===== src/rtl/rng_share_arbiter_pkg.sv =====
`default_nettype none
// +----------------------------------------------------------------------------+
// | Module      : rng_share_arbiter_pkg                                        |
// | Description : LCG constants and arbiter FSM state encoding shared by the   |
// |               random-source arbiter and its LCG core.                      |
// | Revision    : 1.0 - initial release                                        |
// +----------------------------------------------------------------------------+
package rng_share_arbiter_pkg;

  // Classic ANSI-C style LCG coefficients.
  localparam logic [31:0] c_LCG_MULT = 32'd1103515245;
  localparam logic [31:0] c_LCG_INC  = 32'd12345;

  // Arbiter FSM states.
  typedef enum logic [1:0] {
    ST_IDLE    = 2'd0,
    ST_GRANT   = 2'd1,
    ST_DELIVER = 2'd2
  } arb_state_t;

endpackage
`default_nettype wire


===== src/rtl/rng_share_arbiter_if.sv =====
`default_nettype none
// +----------------------------------------------------------------------------+
// | Module      : rng_share_arbiter_if                                         |
// | Description : Requester-side bundle of the shared random source: request  |
// |               levels, reseed control and the granted random word.         |
// | Revision    : 1.0 - initial release                                        |
// +----------------------------------------------------------------------------+
interface rng_share_arbiter_if #(
  parameter int NUM_REQ    = 4,
  parameter int DATA_WIDTH = 32
);
  logic [NUM_REQ-1:0]    req;
  logic                  seed_load;
  logic [DATA_WIDTH-1:0] seed_val;
  logic                  rnd_valid;
  logic [NUM_REQ-1:0]    rnd_grant;
  logic [DATA_WIDTH-1:0] rnd_data;
  logic                  busy;

  // Clients drive requests and reseed commands.
  modport master (
    output req, seed_load, seed_val,
    input  rnd_valid, rnd_grant, rnd_data, busy
  );

  // The arbiter consumes requests and produces the granted word.
  modport slave (
    input  req, seed_load, seed_val,
    output rnd_valid, rnd_grant, rnd_data, busy
  );
endinterface
`default_nettype wire


===== src/rtl/rng_share_arbiter_lcg_core.sv =====
`default_nettype none
// +----------------------------------------------------------------------------+
// | Module      : lcg_core                                                     |
// | Description : Linear congruential generator state register.               |
// |               state <= state*MULT + INC (mod 2^DATA_WIDTH) on i_step,     |
// |               state <= i_load_val on i_load (load wins over step).        |
// | Revision    : 1.0 - initial release                                        |
// +----------------------------------------------------------------------------+
module lcg_core
  import rng_share_arbiter_pkg::*;
#(
  parameter int                    DATA_WIDTH = 32,
  parameter logic [DATA_WIDTH-1:0] SEED       = DATA_WIDTH'(123456)
) (
  input  wire logic                  clk,
  input  wire logic                  rst,
  input  wire logic                  i_step,
  input  wire logic                  i_load,
  input  wire logic [DATA_WIDTH-1:0] i_load_val,
  output logic      [DATA_WIDTH-1:0] o_state
);

  localparam logic [DATA_WIDTH-1:0] c_MULT = DATA_WIDTH'(c_LCG_MULT);
  localparam logic [DATA_WIDTH-1:0] c_INC  = DATA_WIDTH'(c_LCG_INC);

  logic [DATA_WIDTH-1:0] r_state;
  logic [DATA_WIDTH-1:0] w_next;

  // Next LCG value; truncation to DATA_WIDTH gives the modulo for free.
  always_comb begin
    w_next = r_state * c_MULT + c_INC;
  end

  // State register: reseed takes priority over a step.
  always_ff @(posedge clk) begin
    if (rst) begin
      r_state <= SEED;
    end else if (i_load) begin
      r_state <= i_load_val;
    end else if (i_step) begin
      r_state <= w_next;
    end
  end

  assign o_state = r_state;

endmodule
`default_nettype wire


===== src/rtl/rng_share_arbiter.sv =====
`default_nettype none
// +----------------------------------------------------------------------------+
// | Module      : rng_share_arbiter                                            |
// | Description : Round-robin sharing of one LCG among NUM_REQ requesters.    |
// |               One random word per grant, delivered as a one-cycle pulse   |
// |               to the winner only. Run-time reseed aborts any grant.       |
// | Revision    : 1.0 - initial release                                        |
// +----------------------------------------------------------------------------+
module rng_share_arbiter
  import rng_share_arbiter_pkg::*;
#(
  parameter int                    NUM_REQ    = 4,
  parameter int                    DATA_WIDTH = 32,
  parameter logic [DATA_WIDTH-1:0] SEED       = DATA_WIDTH'(123456)
) (
  input wire logic          clk,
  input wire logic          rst,
  rng_share_arbiter_if.slave bus
);

  localparam int               PTR_W  = $clog2(NUM_REQ);
  localparam logic [PTR_W-1:0] c_LAST = PTR_W'(NUM_REQ - 1);
  localparam logic [PTR_W:0]   c_NREQ = (PTR_W + 1)'(NUM_REQ);

  arb_state_t            r_state;
  arb_state_t            w_state_nxt;
  logic [PTR_W-1:0]      r_rr_ptr;
  logic [PTR_W-1:0]      r_winner;
  logic [PTR_W-1:0]      w_ptr_next;
  logic [PTR_W-1:0]      w_scan_ptr;
  logic [PTR_W-1:0]      w_win_idx;
  logic [PTR_W:0]        w_scan_sum;
  logic                  w_scan_hit;
  logic                  w_take_winner;
  logic                  w_deliver;
  logic                  w_ptr_adv;
  logic                  w_lcg_load;
  logic [DATA_WIDTH-1:0] w_lcg_state;
  logic [NUM_REQ-1:0]    w_onehot;

  logic                  r_rnd_valid;
  logic [NUM_REQ-1:0]    r_rnd_grant;
  logic [DATA_WIDTH-1:0] r_rnd_data;
  logic                  r_busy;

  // The LCG steps on entry to GRANT so the post-step word is already held
  // in its register during GRANT and can be captured straight into rnd_data.
  lcg_core #(
    .DATA_WIDTH (DATA_WIDTH),
    .SEED       (SEED)
  ) u_lcg_core (
    .clk        (clk),
    .rst        (rst),
    .i_step     (w_take_winner),
    .i_load     (w_lcg_load),
    .i_load_val (bus.seed_val),
    .o_state    (w_lcg_state)
  );

  // Pointer after the current winner, wrapping at NUM_REQ-1.
  always_comb begin
    w_ptr_next = (r_winner == c_LAST) ? '0 : r_winner + 1'b1;
    // Leaving DELIVER the pointer is advancing this very edge, so arbitrate
    // from its new value to keep the just-served requester at the back.
    w_scan_ptr = (r_state == ST_DELIVER) ? w_ptr_next : r_rr_ptr;
  end

  // Round-robin search: first asserted request starting at w_scan_ptr.
  always_comb begin
    w_win_idx  = r_winner;
    w_scan_hit = 1'b0;
    w_scan_sum = '0;
    for (int k = 0; k < NUM_REQ; k++) begin
      w_scan_sum = {1'b0, w_scan_ptr} + (PTR_W + 1)'(k);
      if (w_scan_sum >= c_NREQ) begin
        w_scan_sum = w_scan_sum - c_NREQ;
      end
      if (!w_scan_hit && bus.req[w_scan_sum[PTR_W-1:0]]) begin
        w_scan_hit = 1'b1;
        w_win_idx  = w_scan_sum[PTR_W-1:0];
      end
    end
  end

  // FSM next-state and control strobes; reseed overrides every state.
  always_comb begin
    w_state_nxt   = r_state;
    w_take_winner = 1'b0;
    w_deliver     = 1'b0;
    w_ptr_adv     = 1'b0;
    w_lcg_load    = 1'b0;
    if (bus.seed_load) begin
      w_state_nxt = ST_IDLE;
      w_lcg_load  = 1'b1;
    end else begin
      case (r_state)
        ST_IDLE: begin
          if (|bus.req) begin
            w_state_nxt   = ST_GRANT;
            w_take_winner = 1'b1;
          end
        end
        ST_GRANT: begin
          w_state_nxt = ST_DELIVER;
          w_deliver   = 1'b1;
        end
        ST_DELIVER: begin
          w_ptr_adv = 1'b1;
          if (|bus.req) begin
            w_state_nxt   = ST_GRANT;
            w_take_winner = 1'b1;
          end else begin
            w_state_nxt = ST_IDLE;
          end
        end
        default: begin
          w_state_nxt = ST_IDLE;
        end
      endcase
    end
  end

  // FSM state register.
  always_ff @(posedge clk) begin
    if (rst) begin
      r_state <= ST_IDLE;
    end else begin
      r_state <= w_state_nxt;
    end
  end

  // One-hot owner of the word being delivered.
  always_comb begin
    w_onehot = {{(NUM_REQ - 1){1'b0}}, 1'b1} << r_winner;
  end

  // Pointer, winner and registered outputs; outputs are zero outside DELIVER.
  always_ff @(posedge clk) begin
    if (rst) begin
      r_rr_ptr    <= '0;
      r_winner    <= '0;
      r_rnd_valid <= 1'b0;
      r_rnd_grant <= '0;
      r_rnd_data  <= '0;
      r_busy      <= 1'b0;
    end else begin
      if (w_ptr_adv) begin
        r_rr_ptr <= w_ptr_next;
      end
      if (w_take_winner) begin
        r_winner <= w_win_idx;
      end
      r_rnd_valid <= w_deliver;
      r_rnd_grant <= w_deliver ? w_onehot : '0;
      r_rnd_data  <= w_deliver ? w_lcg_state : '0;
      r_busy      <= (w_state_nxt != ST_IDLE);
    end
  end

  assign bus.rnd_valid = r_rnd_valid;
  assign bus.rnd_grant = r_rnd_grant;
  assign bus.rnd_data  = r_rnd_data;
  assign bus.busy      = r_busy;

endmodule
`default_nettype wire


===== src/flat_wrapper.sv =====
// flat-port wrapper written by rule: the top's interface ports become plain ports
module rng_share_arbiter_flat import rng_share_arbiter_pkg::*;
#(
  parameter int                    NUM_REQ    = 4,
  parameter int                    DATA_WIDTH = 32,
  parameter logic [DATA_WIDTH-1:0] SEED       = DATA_WIDTH'(123456)
)
  (clk, rst, bus_req, bus_seed_load, bus_seed_val, bus_rnd_valid, bus_rnd_grant, bus_rnd_data, bus_busy);
  rng_share_arbiter_if #(.NUM_REQ(NUM_REQ), .DATA_WIDTH(DATA_WIDTH)) bus_i ();
  input wire logic clk;
  input wire logic rst;
  input wire logic [$bits(bus_i.req)-1:0] bus_req;
  input wire logic [$bits(bus_i.seed_load)-1:0] bus_seed_load;
  input wire logic [$bits(bus_i.seed_val)-1:0] bus_seed_val;
  output wire logic [$bits(bus_i.rnd_valid)-1:0] bus_rnd_valid;
  output wire logic [$bits(bus_i.rnd_grant)-1:0] bus_rnd_grant;
  output wire logic [$bits(bus_i.rnd_data)-1:0] bus_rnd_data;
  output wire logic [$bits(bus_i.busy)-1:0] bus_busy;
  assign bus_i.req = bus_req;
  assign bus_i.seed_load = bus_seed_load;
  assign bus_i.seed_val = bus_seed_val;
  assign bus_rnd_valid = bus_i.rnd_valid;
  assign bus_rnd_grant = bus_i.rnd_grant;
  assign bus_rnd_data = bus_i.rnd_data;
  assign bus_busy = bus_i.busy;
  rng_share_arbiter #(.NUM_REQ(NUM_REQ), .DATA_WIDTH(DATA_WIDTH), .SEED(SEED)) u_core (.clk(clk), .rst(rst), .bus(bus_i));
endmodule

===== config.mk =====
export PLATFORM = sky130hd
export DESIGN_NAME = rng_share_arbiter_flat
export DESIGN_NICKNAME = d
export VERILOG_FILES = /design/src/rtl/rng_share_arbiter_pkg.sv /design/src/rtl/rng_share_arbiter_if.sv /design/src/rtl/rng_share_arbiter_lcg_core.sv /design/src/rtl/rng_share_arbiter.sv /design/src/flat_wrapper.sv
export SDC_FILE = /design/constraint.sdc
export NUM_CORES = 1
export LEC_CHECK = 0
export BUFFER_PORTS_ARGS = -buffer_cell sky130_fd_sc_hd__buf_2
export CORE_MARGIN = 2
export CORE_UTILIZATION = 25
export CTS_BUF_LIST = sky130_fd_sc_hd__clkbuf_8
export CTS_CLUSTER_DIAMETER = 120
export DETAILED_ROUTE_END_ITERATION = 10
export SETUP_SLACK_MARGIN = 0.4
export SLEW_MARGIN = 20
export SYNTH_ARGS = -nofsm -noshare
export SYNTH_HDL_FRONTEND = slang
export SYNTH_SLANG_ARGS = --single-unit

===== constraint.sdc =====
create_clock -name clk -period 8.25 [get_ports clk]
set_clock_uncertainty 0.15 [all_clocks]
set_input_delay 0.4125 -clock clk [delete_from_list [all_inputs] [get_ports clk]]
set_output_delay 0.4125 -clock clk [all_outputs]
set_load 0.03 [all_outputs]

# Word level (Yosys, flattened, before mapping)

Cells that the tools add are included.
W data, S select, Z words.

Flip-flop bits (word level): 76
Output and inout port bits: 38
Logic and storage cells: 80

Add/subtract/negate cells: 9
$mul: 1
Magnitude comparators: 8
Eq/ne operators: 3
Shift operators: 1
Muxes and demuxes: 35
Bitwise gates (word level): 1
Reduce and logical (&&, ||, !) cells: 14

Operators with widths:

| kind                     | number |
|---|---|
| $mux W32                 | 2 |
| $add A32 B14 Y32 const B | 1 |
| $mul A32 B31 Y32 const B | 1 |
| $mux W2                  | 12 |
| $mux W1                  | 16 |
| $lt A2 B3 Y1 const B     | 4 |
| $ge A3 B3 Y1 const B     | 3 |
| $bmux W1 S2              | 4 |
| $sub A2 B1 Y2 const B    | 4 |
| $add A2 B2 Y3 const B    | 2 |
| $pmux W2 S3              | 1 |
| $eq A2 B2 Y1 const B     | 2 |
| $reduce_bool A2 Y1       | 2 |
| $reduce_bool A4 Y1       | 1 |
| $reduce_or A2 Y1         | 2 |
| $reduce_or A4 Y1         | 1 |
| $shl A1 B2 Y4 const A    | 1 |
| $add A2 B1 Y3 const B    | 1 |
| $ge A2 B3 Y1 const B     | 1 |
| $logic_and A1 B1 Y1      | 3 |
| $logic_not A1 Y1         | 3 |
| $add A2 B1 Y2 const B    | 1 |
| $eq A2 B1 Y1 const B     | 1 |
| $logic_not A2 Y1         | 1 |
| 2 further kinds          | 2 |

# Depth between registers and ports, before layout

Gate-level depths: netlist (run 1).

Depth after elaboration: 18
Depth in mapped cells: 26
Depth with buffers taken out: 25

# Cells and area by module

From an unflattened synthesis (run 1), not the netlist that was laid out.

Cell total of the unflattened synthesis: 1312
Area total of the unflattened synthesis: 12244.2 um^2

Modules (own cells, without submodules):

| module            | instances | cells each | area an instance (um^2) | sequential area each (um^2) |
|---|---|---|---|---|
| lcg_core          | 1         | 1189       | 10861.7                 | 640.6 |
| rng_share_arbiter | 1         | 123        | 1382.6                  | 860.8 |

# Least setup slack after synthesis (run 1)

No wires, ideal clock.

Path type: register to register
Start point: register u_core.u_lcg_core.r_state[8] (netlist: u_core.u_lcg_core.o_state[8])
End point: register u_core.u_lcg_core.r_state[27] (netlist: u_core.u_lcg_core.o_state[27])
Arrival: 6249 ps
Path slack: 1719 ps
Cell stages (with the launch flop): 23
Buffers on the path: 0
Period minus slack after synthesis: 6531 ps
Cell sequence: dfxtp_1 ha_1 xor2_1 ha_1 a21oi_1 fa_1 fa_1 inv_1 fa_1 fa_1 fa_1 inv_1 fa_1 inv_1 ha_1 a21oi_1 nor2_1 a2111oi_2 o2bb2ai_1 a21oi_1 a2111o_1 a221oi_1 nor3_1

Longest elaborated chain between the ends: 4

RTL lines:

| item                   | RTL line                         | text |
|---|---|---|
| from (decl)            | rng_share_arbiter_lcg_core.sv:26 | `logic [DATA_WIDTH-1:0] r_state;` |
| from (signal assigned) | rng_share_arbiter_lcg_core.sv:39 | `r_state <= i_load_val;` |
| from (signal assigned) | rng_share_arbiter_lcg_core.sv:41 | `r_state <= w_next;` |
| $mul A32 B31 Y32       | rng_share_arbiter_lcg_core.sv:31 | `w_next = r_state * c_MULT + c_INC;` |
| $add A32 B14 Y32       | rng_share_arbiter_lcg_core.sv:31 |  |
| $mux W32               | rng_share_arbiter_lcg_core.sv:40 | `end else if (i_step) begin` |
| $mux W32               | rng_share_arbiter_lcg_core.sv:38 | `end else if (i_load) begin` |

No other way between the ends. The select of a mux whose other input is x is not followed.
A chain may end at the register's enable or synchronous reset.

# Worst setup path in the final report (run 1)

Start point: register u_core.u_lcg_core.r_state[7] (netlist: u_core.u_lcg_core.o_state[7])
End point: register u_core.u_lcg_core.r_state[29] (netlist: u_core.u_lcg_core.o_state[29])

Same word-level chain as after synthesis.

==> flow_summary.toml, run 1 <==
[setup_path]
worstPathRequired_ns = 8.44
startpoint = "u_core.u_lcg_core.o_state[7]$_SDFFE_PP0P_"
critPathKind = "reg2reg"
regToRegStartpoint = "u_core.u_lcg_core.o_state[7]$_SDFFE_PP0P_"
end_kind = "flip-flop"
cp_max_fo = 11
cp.arrival_ns = 7.44
critPathLaunchType = "flip-flop"

[sta]
post-route-period-util_pct = 87.94
worstMarginPinSlew_ns = 0.7720
hold_violations = 0
relSlewSlack_pct = 48.54
setup_viol = 0
final.min_clock_period_ns = 7.255
rsz0062_at_grt = "false"
fin_ws_ns = 0.9948
setup_tns_ns = 0
drv_slew = 0
max_freq_ghz = 0.1378

[floorplanning]
initial_core_util_pct = 25.27
coreArea_um2 = 47650
die_x_um = 223.4
row_count = 80
die-height_um = 223.4
dieArea_um2 = 49930
ios = 77

[synthesis]
syn_avg_cell_area_um2 = 9.162
synth-compound-area-share_pct = 8.824
netlist_top_cells_count = "412 x inv_1, 207 x ha_1, 188 x fa_1, 75 x dfxtp_1, 52 x nor2_1"
synth_xor_area_share_pct = 3.928
async_flop_share_pct = 0
syn_inst = 1314
synthMuxAreaShare_pct = 0.8522
synth_most_common_cell = "inv_1"
synth-seq-cells = 75
synth_top_area_cell = "fa_1"
synth_cell_types = 55
synth_fp_nets = 1748
synth_edf_count = 0
ys.flop_type = "dfxtp_1"
synth_top_area_share_pct = 31.26
synth_top_family_by_area = "adder cells"
yosysWarnings = 0
synth_area_um2 = 12040
synth-adder-area-share_pct = 52.77
synth-seq-area-share_pct = 12.47
synth_area_leaders = "fa_1 31%, ha_1 22%, inv_1 13%, dfxtp_1 12%, xnor2_1 2.8%"
synthSimpleGateAreaFrac_pct = 7.587

[detailed_routing]
ant_nets = 0
drt-total-wl_mm = 32.56
wl_met1_mm = 15.07
wl_met2_mm = 15.11
wl_met3_mm = 1.546
top_layer_used = "met4"
dr.first_iter.drc_count = 479
vias = 8776
vias_per_cell = 4.373
drc = 0
wl_per_cell_um = 16.22
first_pass_iters = 7

[layout]
fin_cells = 2007
diodes = 0
nets = 1821
final_area_um2 = 13360
drive_gt1_share_pct = 8.046
area_growth_pct = 11.00
fill_cells = 5060

[cts]
clockBufferDepth = 2
cts_root_buf = "clkbuf_8"
cts_buffers = 9
cts_tree = "yes"
cts_hold_buffers = 0
cts_setup_buffers = 0
cts.sinks = 75
htreeDepth = 3
clk_pin_slew_ns = 0.08
post_cts_resized = 0
clock_latency_ns = 0.39

[placement]
pre_cts_slack_ns = 1.026
dp_hpwl_mm = 28.50
place_area_um2 = 13180
port_buffers = 76
gp_congestion = 0.9092
place_inst = 1991

[global_route]
grt_max_degree = 55
grt_antenna_before_repair = 0
grt_overflow = 0
grt_pass1_wl_mm = 53.30
grt_pass1_vias = 9495
grt_util_all_layers_pct = 13.87

[run]
maxCapViolCount = 0

[hold_path]
hold_class = "in2reg"
worstHoldStart = "bus_seed_val[16]"

[status]
outcome = "completed"
layer usage:
| layer | GRT usage (%) | vias up |
|---|---|---|
| met5 | 0 | - |
| met4 | 3.763 | 0 |
| met3 | 2.331 | 45 |
| met2 | 22.57 | 226 |
| met1 | 18.98 | 4319 |
| li1 | - | 4186 |
registers in the layout, summed over array words and instances (netlist names):
register,flops
u_core.bus.rnd_data,32
u_core.u_lcg_core.o_state,32
u_core.bus.rnd_grant,4
u_core.r_rr_ptr,2
u_core.r_state,2
u_core.r_winner,2
u_core.bus.busy,1
path summary, 6_finish.rpt:
kind	slack [ns]	cells past startpoint	to
worst max-delay path	0.99	22	u_core.u_lcg_core.o_state[29]$_SDFFE_PP0P_
worst min-delay path	0.08	2	u_core.u_lcg_core.o_state[16]$_SDFFE_PP1P_
worst max register to register	0.99	22	u_core.u_lcg_core.o_state[29]$_SDFFE_PP0P_
worst min register to register	0.36	2	u_core.r_rr_ptr[0]$_SDFFE_PP0P_
placed cells by master, fill, tap and decap left out, types with 4 or more instances in the layout:
cell	n
mux2i_1	8
a211oi_1	8
nand2_1	44
nor2_1	51
nor3_1	12
a31oi_1	9
o21a_1	11
a21oi_1	47
xnor2_1	39
o21ai_0	23
buf_4	8
ha_1	207
dfxtp_1	75
inv_1	413
and2_1	34
buf_2	76
fa_1	188
nor2b_1	4
a21o_1	13
and3_1	5
or3_1	5
clkbuf_8	10
xor2_1	15
a221oi_1	7
o211ai_1	7
nand3_1	11
o31ai_1	6
nand2b_1	5
per-stage QoR:
stage | hold WS (ns) | util (%)
6_report | 0.08221 | 28.05
5_1_grt | 0.07768 | 28.05
4_1_cts | 0.06227 | 28.03
3_5_place_dp | 0.3415 | 27.65
3_3_place_gp | 0.3262 | 27.65
2_1_floorplan | 0.2952 | -
area by class of cell:
class                   count  area [um^2]  share of cell area (%)
repair buffers             84        440.4                   3.296
inverters                 413         1550                   11.60
flip-flops and latches     75         1501                   11.24
well taps                 615        769.5                   5.758
clock buffers              10        137.6                   1.030
multi-input cells         804         8922                   66.77
clock inverters             6        41.29                  0.3090
cell families (layout without fill, tap and decap cells):
logic type      count (synthesis)  count (layout)
buf+inv                       435             513
flops                          75              75
mux                            10              10
simple gates                  187             187
compound gates                158             158
fa+ha+maj                     395             395
xor+xnor                       54              54
critical path, cell delays in order, from the launching register on:
cell and delay (ns):
dfxtp_1 0.61, ha_1 0.41, xor2_1 0.22, ha_1 0.19, a21oi_1 0.31, fa_1 0.47, fa_1 0.49, inv_1 0.05
fa_1 0.48, fa_1 0.50, fa_1 0.49, inv_1 0.05, fa_1 0.47, inv_1 0.04, ha_1 0.33, a21oi_1 0.26
nor2_1 0.09, a2111oi_2 0.42, o2bb2ai_1 0.22, a21oi_1 0.18, or3_1 0.40, a21oi_1 0.16, o221a_2 0.20
Power of run 1 is left out: the tool's default activity adds up to more than one toggle a clock period on the data nets, which glitch-free logic cannot reach.
==> run 2: changes to the inputs <==
--- a/config.mk
+++ b/config.mk
@@ -5,6 +5,7 @@
 export SDC_FILE = /design/constraint.sdc
 export NUM_CORES = 1
 export LEC_CHECK = 0
+export ABC_AREA = 1
 export BUFFER_PORTS_ARGS = -buffer_cell sky130_fd_sc_hd__buf_2
 export CORE_MARGIN = 2
 export CORE_UTILIZATION = 25
==> run 2 against run 1 <==
Synthesized area increased by 4.0%; hold slack better by 0.024 ns; largest cell class unchanged; critical path depth unchanged; register-to-register slack better by 0.18 ns; global-route usage grew 1.9 points; cell area rose by 4.0%; highest routed layer unchanged; non-clock buffer count decreased by 5; core utilization down 0.11 points; count of clock-buffer cells in the layout increased by 1.
==> flow_summary.toml, run 2 <==
[status]
outcome = "completed"

[global_route]
grt_pass1_vias = 10690
grt_antenna_before_repair = 0
grt_pass1_wl_mm = 62.41
grt_util_all_layers_pct = 15.76
grt_max_degree = 38
grt_overflow = 0

[layout]
ff_latch_area_um2 = 1501
mostFrequentLayoutCells = "497 x inv_1, 243 x nand2_1, 207 x ha_1"
drive_gt1_share_pct = 7.112
nets = 2074
diodes = 0
layout_commonest_cell = "inv_1"
multiInputGateArea_um2 = 9070
utilization_pct = 27.94
fill_cells = 5408
area_growth_pct = 11.08

[sta]
drv_slew = 0
setup_viol = 0
worstMarginPinSlew_ns = 0.9823
fin_ws_ns = 1.171
hold_violations = 0
max_freq_ghz = 0.1413
setup_tns_ns = 0
relSlewSlack_pct = 34.44
post-route-period-util_pct = 85.80
rsz0062_at_grt = "false"
final.min_clock_period_ns = 7.079

[synthesis]
synth_edf_count = 0
synth_area_leaders = "fa_1 30%, ha_1 21%, inv_1 15%, dfxtp_1 12%, nand2_1 7.3%"
async_flop_share_pct = 0
synth_fp_nets = 1999
synth_most_common_cell = "inv_1"
netlist_top_cells_count = "496 x inv_1, 243 x nand2_1, 207 x ha_1, 188 x fa_1, 90 x nor2_1"
synth_top_area_cell = "fa_1"
syn_inst = 1565
synth_area_um2 = 12520
synth-seq-area-share_pct = 12.00
synth_cell_types = 43
synth-seq-cells = 75
synth_top_area_share_pct = 30.07
yosysWarnings = 0
syn_avg_cell_area_um2 = 7.998
ys.flop_type = "dfxtp_1"

[placement]
pre_cts_slack_ns = 1.204
gp_congestion = 0.9545
dp_hpwl_mm = 34.39
port_buffers = 76

[cts]
clockBufferDepth = 2
post_cts_resized = 0
cts_buffers = 9
cts.sinks = 75
clk_pin_slew_ns = 0.09
cts_setup_buffers = 0
cts_hold_buffers = 0
htreeDepth = 3
clock_latency_ns = 0.43
cts_tree = "yes"
cts_root_buf = "clkbuf_8"

[run]
maxCapViolCount = 0

[hold_path]
min_to = "u_core.u_lcg_core.o_state[13]$_SDFFE_PP1P_"
hold_class = "in2reg"
min_path_cells = 3
worstHoldStart = "bus_seed_val[13]"

[floorplanning]
die_x_um = 227.8
coreArea_um2 = 49760
initial_core_util_pct = 25.15
ios = 77
dieArea_um2 = 51870
row_count = 82
die-height_um = 227.8

[detailed_routing]
first_pass_iters = 5
vias_per_cell = 4.297
drc = 0
vias = 9955
wl_per_cell_um = 17.05
dr.first_iter.drc_count = 718
drt-total-wl_mm = 39.51
ant_nets = 0

[setup_path]
cp.arrival_ns = 7.22
regToRegStartpoint = "u_core.u_lcg_core.o_state[6]$_SDFFE_PP1P_"
r2r_slack_ns = 1.17
crit_path_frequent_cell = "fa_1"
cp_max_fo = 8
crit_chain = "ha_1, xor2_1, ha_1, a21oi_1, fa_1, fa_1, inv_1, fa_1, inv_1, fa_1, inv_1, fa_1, inv_1, fa_1, inv_1, ha_1, a21oi_1, o21ai_0, a21oi_1, nand3_1, o21ai_0, nand2_1"
path_buf_inv = 5
critPathKind = "reg2reg"
critPathMaxStageDelay_ns = 0.75
critPathLaunchType = "flip-flop"
crit_slowest_cell = "dfxtp_1"
end_kind = "flip-flop"
ff2ff_path_depth = 22
reg2reg_to = "u_core.u_lcg_core.o_state[23]$_SDFFE_PP0P_"
cp_top_family = "adder cells"
worstPathRequired_ns = 8.39
==> run 2: layer usage <==
| metal | vias up | global-route usage [%] | part of all wire, % |
|---|---|---|---|
| met5 | - | 0 | 0 |
| met3 | 41 | 2.100 | 4.6 |
| met2 | 261 | 25.44 | 46 |
| li1 | 4790 | - | - |
| met1 | 4863 | 22.11 | 48 |
| met4 | 0 | 4.174 | 2.3 |
==> run 2: final cells by class <==
cell class,instances,share of cell area [%]
well taps,672,6.048
multi-input cells,973,65.24
clock buffers,11,1.089
flip-flops and latches,75,10.80
repair buffers,79,2.898
inverters,502,13.55
clock inverters,5,0.3780
==> run 2: metrics by stage <==
step,instances,area (um^2),hold WS (ns)
CTS,2317,13900,0.07418
detailed placement,2301,13700,0.3102
finish,2317,13900,0.1058
floorplan,1565,12520,0.2891
global placement,2301,13700,0.3002
global route,2317,13900,0.1076
==> run 2: cell families after synthesis <==
kind of cell	share of synthesized area [%]
AOI/OAI and AO/OA	6.577
xor gates and xnor gates	1.539
adders and majority gates	50.76
buffers and inverters	15.54
DFF	12.00
and+or+nand+nor	13.58
==> run 2: worst max-delay path by stage <==
stage / startpoint / endpoint / slack [ns] / depth (start not counted)
after floorplan: u_core.u_lcg_core.o_state[5]$_SDFFE_PP0P_ / u_core.u_lcg_core.o_state[27]$_SDFFE_PP0P_ / 2.30 / 26
after global placement: u_core.u_lcg_core.o_state[6]$_SDFFE_PP1P_ / u_core.u_lcg_core.o_state[23]$_SDFFE_PP0P_ / 1.22 / 22
after detailed placement: u_core.u_lcg_core.o_state[6]$_SDFFE_PP1P_ / u_core.u_lcg_core.o_state[23]$_SDFFE_PP0P_ / 1.20 / 22
after CTS: u_core.u_lcg_core.o_state[6]$_SDFFE_PP1P_ / u_core.u_lcg_core.o_state[23]$_SDFFE_PP0P_ / 1.18 / 22
after global routing: u_core.u_lcg_core.o_state[6]$_SDFFE_PP1P_ / u_core.u_lcg_core.o_state[23]$_SDFFE_PP0P_ / 0.88 / 22
final: u_core.u_lcg_core.o_state[6]$_SDFFE_PP1P_ / u_core.u_lcg_core.o_state[23]$_SDFFE_PP0P_ / 1.17 / 22
==> run 2: worst reg2reg max path, cell delays in order, from the launching register on <==
cell     delay (ns)
dfxtp_1        0.75
ha_1           0.43
xor2_1         0.37
ha_1           0.25
a21oi_1        0.07
fa_1           0.47
fa_1           0.52
inv_1          0.05
fa_1           0.49
inv_1          0.05
fa_1           0.53
inv_1          0.05
fa_1           0.48
inv_1          0.08
fa_1           0.52
inv_1          0.05
ha_1           0.35
a21oi_1        0.22
o21ai_0        0.12
a21oi_1        0.25
nand3_1        0.21
o21ai_0        0.43
nand2_1        0.08
Power of run 2 is left out for the same reason.
